### src/rtl/fifo_wr_arbiter.sv
// Write-side controller for the async FIFO: round-robin write-port arbiter, binary/Gray write pointer, registered full flag.
// Optional packet-lock arbitration is enabled by defining FIFO_WR_ARB_PKT_LOCK_EN.
module fifo_wr_arbiter #(
  parameter int DATALEN = 8,
  parameter int ADDRLEN = 4,
  parameter int DEPTH   = 8,
  parameter int NREQ    = 4
) (
  input  logic                    wclk,
  input  logic                    wrst_n,
  input  logic [NREQ-1:0]         req,
  input  logic [NREQ-1:0]         req_last,
  input  logic [NREQ*DATALEN-1:0] req_data,
  input  logic [ADDRLEN-1:0]      wq2_rptr,
  output logic [NREQ-1:0]         gnt,
  output logic [DATALEN-1:0]      wdata,
  output logic                    wclken,
  output logic [ADDRLEN-2:0]      waddr,
  output logic [ADDRLEN-1:0]      wptr,
  output logic                    wfull
);
  localparam int          IW = (NREQ > 1) ? $clog2(NREQ) : 1;
  localparam int unsigned NR = NREQ;

  if (DEPTH != (1 << (ADDRLEN - 1))) begin : g_depth_check
    $error("fifo_wr_arbiter: DEPTH must equal 2**(ADDRLEN-1)");
  end

  logic [ADDRLEN-1:0] wbin, wbin_nxt, wgray_nxt;
  logic [IW-1:0]      rr_ptr, rr_nxt, gnt_idx, idx_inc;
  logic               search_any, wr;
  logic [DATALEN-1:0] words [NREQ];

  for (genvar g = 0; g < NREQ; g++) begin : g_words
    assign words[g] = req_data[g*DATALEN +: DATALEN];
  end

`ifdef FIFO_WR_ARB_PKT_LOCK_EN
  typedef enum logic {IDLE, LOCKED} arb_state_t;
  arb_state_t    state, state_nxt;
  logic [IW-1:0] owner, owner_nxt;
  logic          locked;

  assign locked = (state == LOCKED);

  always_ff @(posedge wclk or negedge wrst_n) begin
    if (!wrst_n) begin
      state <= IDLE;
      owner <= '0;
    end else begin
      state <= state_nxt;
      owner <= owner_nxt;
    end
  end

  // Round-robin pointer only moves when a packet ends (or on a single-word packet).
  always_comb begin
    state_nxt = state;
    owner_nxt = owner;
    rr_nxt    = rr_ptr;
    case (state)
      IDLE: begin
        if (wr) begin
          if (req_last[gnt_idx]) begin
            rr_nxt = idx_inc;
          end else begin
            owner_nxt = gnt_idx;
            state_nxt = LOCKED;
          end
        end
      end
      LOCKED: begin
        if (wr && req_last[owner]) begin
          state_nxt = IDLE;
          rr_nxt    = idx_inc;
        end
      end
      default: state_nxt = IDLE;
    endcase
  end
`else
  logic          locked;
  logic [IW-1:0] owner;
  logic          unused_req_last;

  assign locked          = 1'b0;
  assign owner           = '0;
  assign unused_req_last = ^req_last;

  always_comb begin
    rr_nxt = rr_ptr;
    if (wr) rr_nxt = idx_inc;
  end
`endif

  always_comb begin
    int unsigned cand_w;
    search_any = 1'b0;
    gnt_idx    = '0;
    cand_w     = 0;
    for (int unsigned j = 0; j < NR; j++) begin
      cand_w = 32'(rr_ptr) + j;
      if (cand_w >= NR) cand_w = cand_w - NR;
      if (!search_any && req[IW'(cand_w)]) begin
        search_any = 1'b1;
        gnt_idx    = IW'(cand_w);
      end
    end
    if (locked) begin
      search_any = req[owner];
      gnt_idx    = owner;
    end
  end

  // Gating with wrst_n drops the grant asynchronously so no word is written during reset.
  assign wr      = search_any & ~wfull & wrst_n;
  assign idx_inc = (gnt_idx == IW'(NREQ - 1)) ? '0 : gnt_idx + 1'b1;

  always_comb begin
    gnt = '0;
    if (wr) gnt[gnt_idx] = 1'b1;
  end

  assign wdata     = wr ? words[gnt_idx] : '0;
  assign wclken    = wr;
  assign waddr     = wbin[ADDRLEN-2:0];
  assign wbin_nxt  = wbin + ADDRLEN'(wr);
  assign wgray_nxt = wbin_nxt ^ (wbin_nxt >> 1);

  always_ff @(posedge wclk or negedge wrst_n) begin
    if (!wrst_n) begin
      wbin   <= '0;
      wptr   <= '0;
      wfull  <= 1'b0;
      rr_ptr <= '0;
    end else begin
      wbin   <= wbin_nxt;
      wptr   <= wgray_nxt;
      wfull  <= (wgray_nxt == {~wq2_rptr[ADDRLEN-1:ADDRLEN-2], wq2_rptr[ADDRLEN-3:0]});
      rr_ptr <= rr_nxt;
    end
  end
endmodule

### config.mk
export PLATFORM = sky130hd
export DESIGN_NAME = fifo_wr_arbiter
export DESIGN_NICKNAME = d
export VERILOG_FILES = /design/src/rtl/fifo_wr_arbiter.sv
export SDC_FILE = /design/constraint.sdc
export NUM_CORES = 1
export LEC_CHECK = 0
export CORE_MARGIN = 10
export CORE_UTILIZATION = 30
export DETAILED_ROUTE_END_ITERATION = 12
export PLACE_DENSITY = 0.85
export SYNTH_ARGS = -nofsm -noshare
export SYNTH_HDL_FRONTEND = slang
export SYNTH_SLANG_ARGS = --single-unit
export TNS_END_PERCENT = 5
### constraint.sdc
create_clock -name wclk -period 3 [get_ports wclk]
set_input_delay 0.6 -clock wclk [delete_from_list [all_inputs] [get_ports wclk]]
set_output_delay 0.6 -clock wclk [all_outputs]
set_load 0.02 [all_outputs]
* Word-level counts from Yosys, hierarchy flattened *
Index checks and enable logic that the tools add are counted.

word-level totals
  bits in registers = 11
  input port bits = 46
  output and inout bits = 21
  word-level logic and storage cells = 67

cells by class
  add/subtract/negate cells = 9
  magnitude comparators = 11
  equal/unequal tests = 2
  multiplexer cells = 28
  bitwise logic cells = 6
  reduce and logical (&&, ||, !) cells = 7

operators by type and width
  kind                   number
  $mux W8                3
  $mux W2                9
  $bmux W8 S2            1
  $lt A2 B3 Y1 const B   5
  $ge A3 B3 Y1 const B   4
  $mux W1                9
  $bmux W1 S2            4
  $sub A2 B1 Y2 const B  4
  $add A2 B2 Y3 const B  2
  $add A4 B1 Y4          1
  $eq A4 B4 Y1           1
  $logic_and A1 B1 Y1    4
  $mux W4                1
  $xor A4 B3 Y4          1
  $add A2 B1 Y3 const B  1
  $ge A2 B3 Y1 const B   1
  $logic_not A1 Y1       3
  $not A2 Y3             1
  $add A2 B1 Y2 const B  1
  $and A1 B1 Y1          2
  $demux W1 S2           1
  $eq A2 B2 Y1 const B   1
  $ge A2 B1 Y1 const B   1
  $not A2 Y2             1
  $not A1 Y1             1

* Longest topological paths before layout *
  depth in word-level cells = 19
  depth in mapped cells = 8

* Worst setup path before layout *
Ideal clock, no wire load.

  path type = input to register
  from = input port req[3]
  to = register wfull
  arrival = 2.428 ns
  slack = 0.504 ns
  stages on the path = 8
  cell sequence = nor2_1 -> a311oi_4 -> ha_1 -> ha_1 -> xor2_1 -> xor2_1 -> xnor2_1 -> and4_1

on the way
  word-level cells in the longest chain between the ends = 17
  elaborated cells between the ends (all ways) = 23

ends and longest elaborated chain
  element                        line  source
  start, declared                11    input logic [NREQ-1:0] req,
  $bmux W1 S2                    104   if (!search_any && req[IW'(cand_w)]) begin
  $mux W1 (implied by the code)  104
  $mux W1                        104
  $logic_not A1 Y1               104
  $logic_and A1 B1 Y1            104
  $mux W1                        104
  $logic_not A1 Y1               104
  $logic_and A1 B1 Y1            104
  (+3 left out)                  n/a
  $mux W1 *                      104
  $and A1 B1 Y1 * (2 in a row)   116   assign wr = search_any & ~wfull & wrst_n;
  via wclken                     17    output logic wclken,
  $add A4 B1 Y4 *                127   assign wbin_nxt = wbin + ADDRLEN'(wr);
  via wbin_nxt[2]                29    logic [ADDRLEN-1:0] wbin, wbin_nxt, wgray_nxt;
  $xor A4 B3 Y4 *                128   assign wgray_nxt = wbin_nxt ^ (wbin_nxt >> 1);
  via wgray_nxt[1]               29
  $eq A4 B4 Y1 *                 139   wfull <= (wgray_nxt == {~wq2_rptr[ADDRLEN-1:ADDRLEN-2], wq2_rptr[ADDRLEN-3:0]});
  end signal, assigned           139
  end, declared                  20    output logic wfull

The timed path passes the listed nets; every way through them passes the cells marked *. The select of a mux whose other input is x is not followed.
A chain may end at the register's enable or synchronous reset.

* Final worst setup path *
  from = input port req[1]
  to = output port wdata[4]

on the way
  word-level cells in the longest chain between the ends = 17
  elaborated cells between the ends (all ways) = 29

ends and longest elaborated chain
  element                                     line  source
  $bmux W1 S2                                 104
  $mux W1 (implied by the code)               104
  $mux W1                                     104
  $logic_not A1 Y1                            104
  $logic_and A1 B1 Y1                         104
  $mux W1                                     104
  $logic_not A1 Y1                            104
  $logic_and A1 B1 Y1                         104
  $mux W1                                     104
  $logic_not A1 Y1                            104
  $logic_and A1 B1 Y1                         104
  $mux W2                                     104
  $not A2 Y3 (implied by the code)            124   assign wdata = wr ? words[gnt_idx] : '0;
  $bmux W8 S2                                 124
  $mux W8 (implied by the code) (2 in a row)  124
  $mux W8 *                                   124
  end, declared                               16    output logic [DATALEN-1:0] wdata,

Mark *: on every way between the ends. The rest lies on a longest branch, timed or not. The select of a mux whose other input is x is not followed.

==> results.sh <==
export IMPL_critical_path_max_fanout=8
export IMPL_timing_max_slew_rel_slack=0.758
export IMPL_timing_final_setup_violations=0
export IMPL_cts_buffers_inserted=3
export IMPL_synth_edff_count=0
export IMPL_netlist_top_cell_by_area="dfrtp_1"
export IMPL_globalplace_congestion=0.772
export IMPL_grt_pass1_wl_um=4690
export IMPL_static_leakage_power_nw=0.748
export IMPL_total_count_of_max_transition_violations_in_the_final_report=0
export IMPL_total_cell_area_at_the_placement_stage_um2=1560
export IMPL_synth_most_common_cell="mux2i_1"
export IMPL_synthFlopType="dfrtp_1"
export IMPL_count_of_hold_buffers_inserted_by_post_cts_repair=0
export IMPL_holdPathEnd="wbin[3]"
export IMPL_antenna_cells=0
export IMPL_tritoncts="done"
export IMPL_timing_final_crit_period_ns=2.98
export IMPL_grt_start_max_net_pins=17
export IMPL_dr_total_vias=914
export IMPL_post_route_cells_drive_above_1_share=0.242
export IMPL_synth_sequential_area_ratio=0.296
export IMPL_synth_adder_area_share=0.0888
export IMPL_worst_setup_path_class="in2out"
export IMPL_fmax_mhz=336
export IMPL_pre_cts_slack_ns=-0.303
export IMPL_synth_cell_type_count=24
export IMPL_clock_latency_ns=0.27
export IMPL_mappedNetlistNets=134
export IMPL_final_setup_slack_of_the_worst_path_ns=0.0215
export IMPL_synthesis_area_per_instance_um2=10.3
export IMPL_rsz0062_at_grt="true"
export IMPL_finish_instance_area_um2=1600
export IMPL_cts_path_max_buffers=2
export IMPL_r2r_end="wfull"
export IMPL_totalWireLength_um=3160
export IMPL_cts_sinks=10
export IMPL_min_delay_path_class="reg2reg"
export IMPL_p_total_mw=1.30
export IMPL_grt_use_total=0.110
export IMPL_htree_num_levels=1
export IMPL_yosys_warnings=0
export IMPL_hold_start="wbin[3]"
export IMPL_drt_pass1_iterations=4
export IMPL_synth_seq_cells=10
export IMPL_drt_first_iter_violations=39
export IMPL_globalRoute_totalOverflow=0
export IMPL_max_cap_viol_count=0
export IMPL_die_h_um=73.1
export IMPL_simple_gate_fraction_of_synth_area=0.105
export IMPL_clock_skew_ns=0.00449
export IMPL_clockRootBuffer="clkbuf_4"
export IMPL_worstRegToRegCells=8
export IMPL_synth_top_cells_by_area="dfrtp_1 (30%), mux2i_1 (19%), ha_1 (8.9%)"
export IMPL_arrival_ns=2.38
export IMPL_cp_startpoint="req[1]"
export IMPL_routed_via_density=4.86
export IMPL_first_global_vias=959
export IMPL_numPlacedInstances=183
export IMPL_peakVddDrop_mv=0.424
export IMPL_dp_hpwl_um=2630
export IMPL_final_min_period_over_clock_period=0.993
export IMPL_layout_cells_non_filler=188
export IMPL_worst_hold_path_num_cells=1
export IMPL_coreArea_um2=2730
export IMPL_worst_setup_path_end_kind="primary output"
export IMPL_wl_per_cell_um=16.8
export IMPL_antenna_violations_before_repair=0
export IMPL_compound_gate_portion_of_the_synthesized_area=0.145
export IMPL_num_io_pins=67
export IMPL_synthesis_to_finish_area_growth_pct=88.9
export IMPL_synth_area_um2=846
export IMPL_dominant_combinational_cell_family_by_area_after_synthesis="multiplexers"
export IMPL_synth_top_cells_by_count="mux2i_1 (16), dfrtp_1 (10), o22ai_1 (9)"
export IMPL_finalHoldViolations=0
export IMPL_pwr_density_cell_nw_per_um2=812
export IMPL_required_time_at_the_endpoint_of_the_critical_path_ns=2.40
export IMPL_die_x_um=73.1
export IMPL_post_route_drc_count=0
export IMPL_postRouteAntennaNets=0
export IMPL_nets=210
export IMPL_post_synth_mux_area_share=0.203
export IMPL_post_synth_xor_area_fraction=0.104
export IMPL_initial_utilization=0.309
export IMPL_reg2reg_from="wfull"
export IMPL_setup_tns_ns=0
export IMPL_placement_rows=19
export IMPL_run_status="complete, no violations"
export IMPL_worstSetupStartpointType="input pin"
export IMPL_path_clk_slew_ns=0.07
export IMPL_ys_async_sr_fraction=1.00
export IMPL_tightest_slew_ns=0.363
export IMPL_reg2reg_slack_ns=0.77
export IMPL_post_syn_instances=82
export IMPL_placement_io_buffers=62
export IMPL_synth_top_cell_area_share=0.296
export IMPL_die_area_um2=5340
-- layer usage --
layer | part of all wire | vias to the layer above | GRT usage
li1 | - | 443 | -
met1 | 0.36 | 452 | 0.118
met2 | 0.60 | 13 | 0.196
met3 | 0.021 | 6 | 0.0231
met4 | 0.022 | 0 | 0.0570
met5 | 0 | - | 0
-- worst max path at each step --
stage                     to  depth (start not counted)  slack, ns
finish              wdata[4]                          8       0.02
global route        wdata[4]                          8      -0.08
CTS                   gnt[1]                          9      -0.05
detailed placement  wdata[2]                          8      -0.30
global placement      gnt[0]                          9      -0.25
floorplan              wfull                          8       0.50
-- layout make-up --
class | count | area [um^2]
Fill cell | 221 | 1140
Sequential cell | 10 | 250
Inverter | 5 | 18.8
Clock buffer | 4 | 36.3
Timing Repair Buffer | 73 | 687
Multi-Input combinational cell | 65 | 567
Tap cell | 31 | 38.8
-- sequential cells by signal, indices dropped and copies added, names as in the netlist --
register	count
wbin	4
wfull	1
rr_ptr	2
wptr	3
-- per-stage QoR --
stage	utilization	hold WS, ns
after detailed placement	0.571	0.540
after global routing	0.584	0.594
after CTS	0.585	0.573
final	0.584	0.572
after global placement	0.571	0.540
after floorplan	-	0.304
-- power by group --
part	internal (mW)	switching, mW	total, mW
Sequential	0.205	0.0522	0.257
Combinational	0.470	0.449	0.918
Clock	0.0737	0.0483	0.122
Total	0.748	0.549	1.30
-- worst max-delay path, stage by stage --
cell	delay (ns)
clkdlybuf4s50_1	0.46
a21o_1	0.18
a21oi_1	0.15
o22a_2	0.22
clkbuf_16	0.18
mux2i_1	0.23
o22ai_2	0.10
clkdlybuf4s15_2	0.26
-- kinds of logic after synthesis --
kind of cell / count (synthesis)
AOI/OAI and AO/OA: 16
xor gates and xnor gates: 10
adders and majority gates: 6
buffers and inverters: 7
DFF: 10
muxes: 17
and+or+nand+nor: 16
-- cells in the final DEF, fill, tap and decap left out, drive strengths merged --
master / netlist / layout
a21oi: 3 / 3
nor2: 3 / 3
o22a: 1 / 1
a311oi: 1 / 1
dlygate4sd2: 0 / 1
o22ai: 9 / 9
dlymetal6s2s: 0 / 1
clkdlybuf4s50: 0 / 48
inv: 4 / 5
clkdlybuf4s15: 0 / 2
mux2: 1 / 1
buf: 2 / 13
nand2b: 2 / 2
and4: 1 / 1
a21o: 1 / 1
ha: 6 / 6
xor2: 6 / 6
nand3: 1 / 1
nand2: 4 / 4
nor2b: 1 / 1
dfrtp: 10 / 10
xnor2: 4 / 4
clkbuf: 0 / 12
and2: 4 / 4
mux2i: 16 / 16
a211o: 1 / 1
-- what timing repair did --
| item | 4_1_cts | 5_1_grt |
|---|---|---|
| pin swaps | 1 | 0 |
| gates cloned | 0 | 1 |
| buffers inserted | 0 | 0 |
| endpoints found under the setup margin | 13 | 12 |
| endpoints found under the hold margin | 0 | 0 |
| resized for setup | 27 | 21 |
Power figures use the tool's default switching activity.
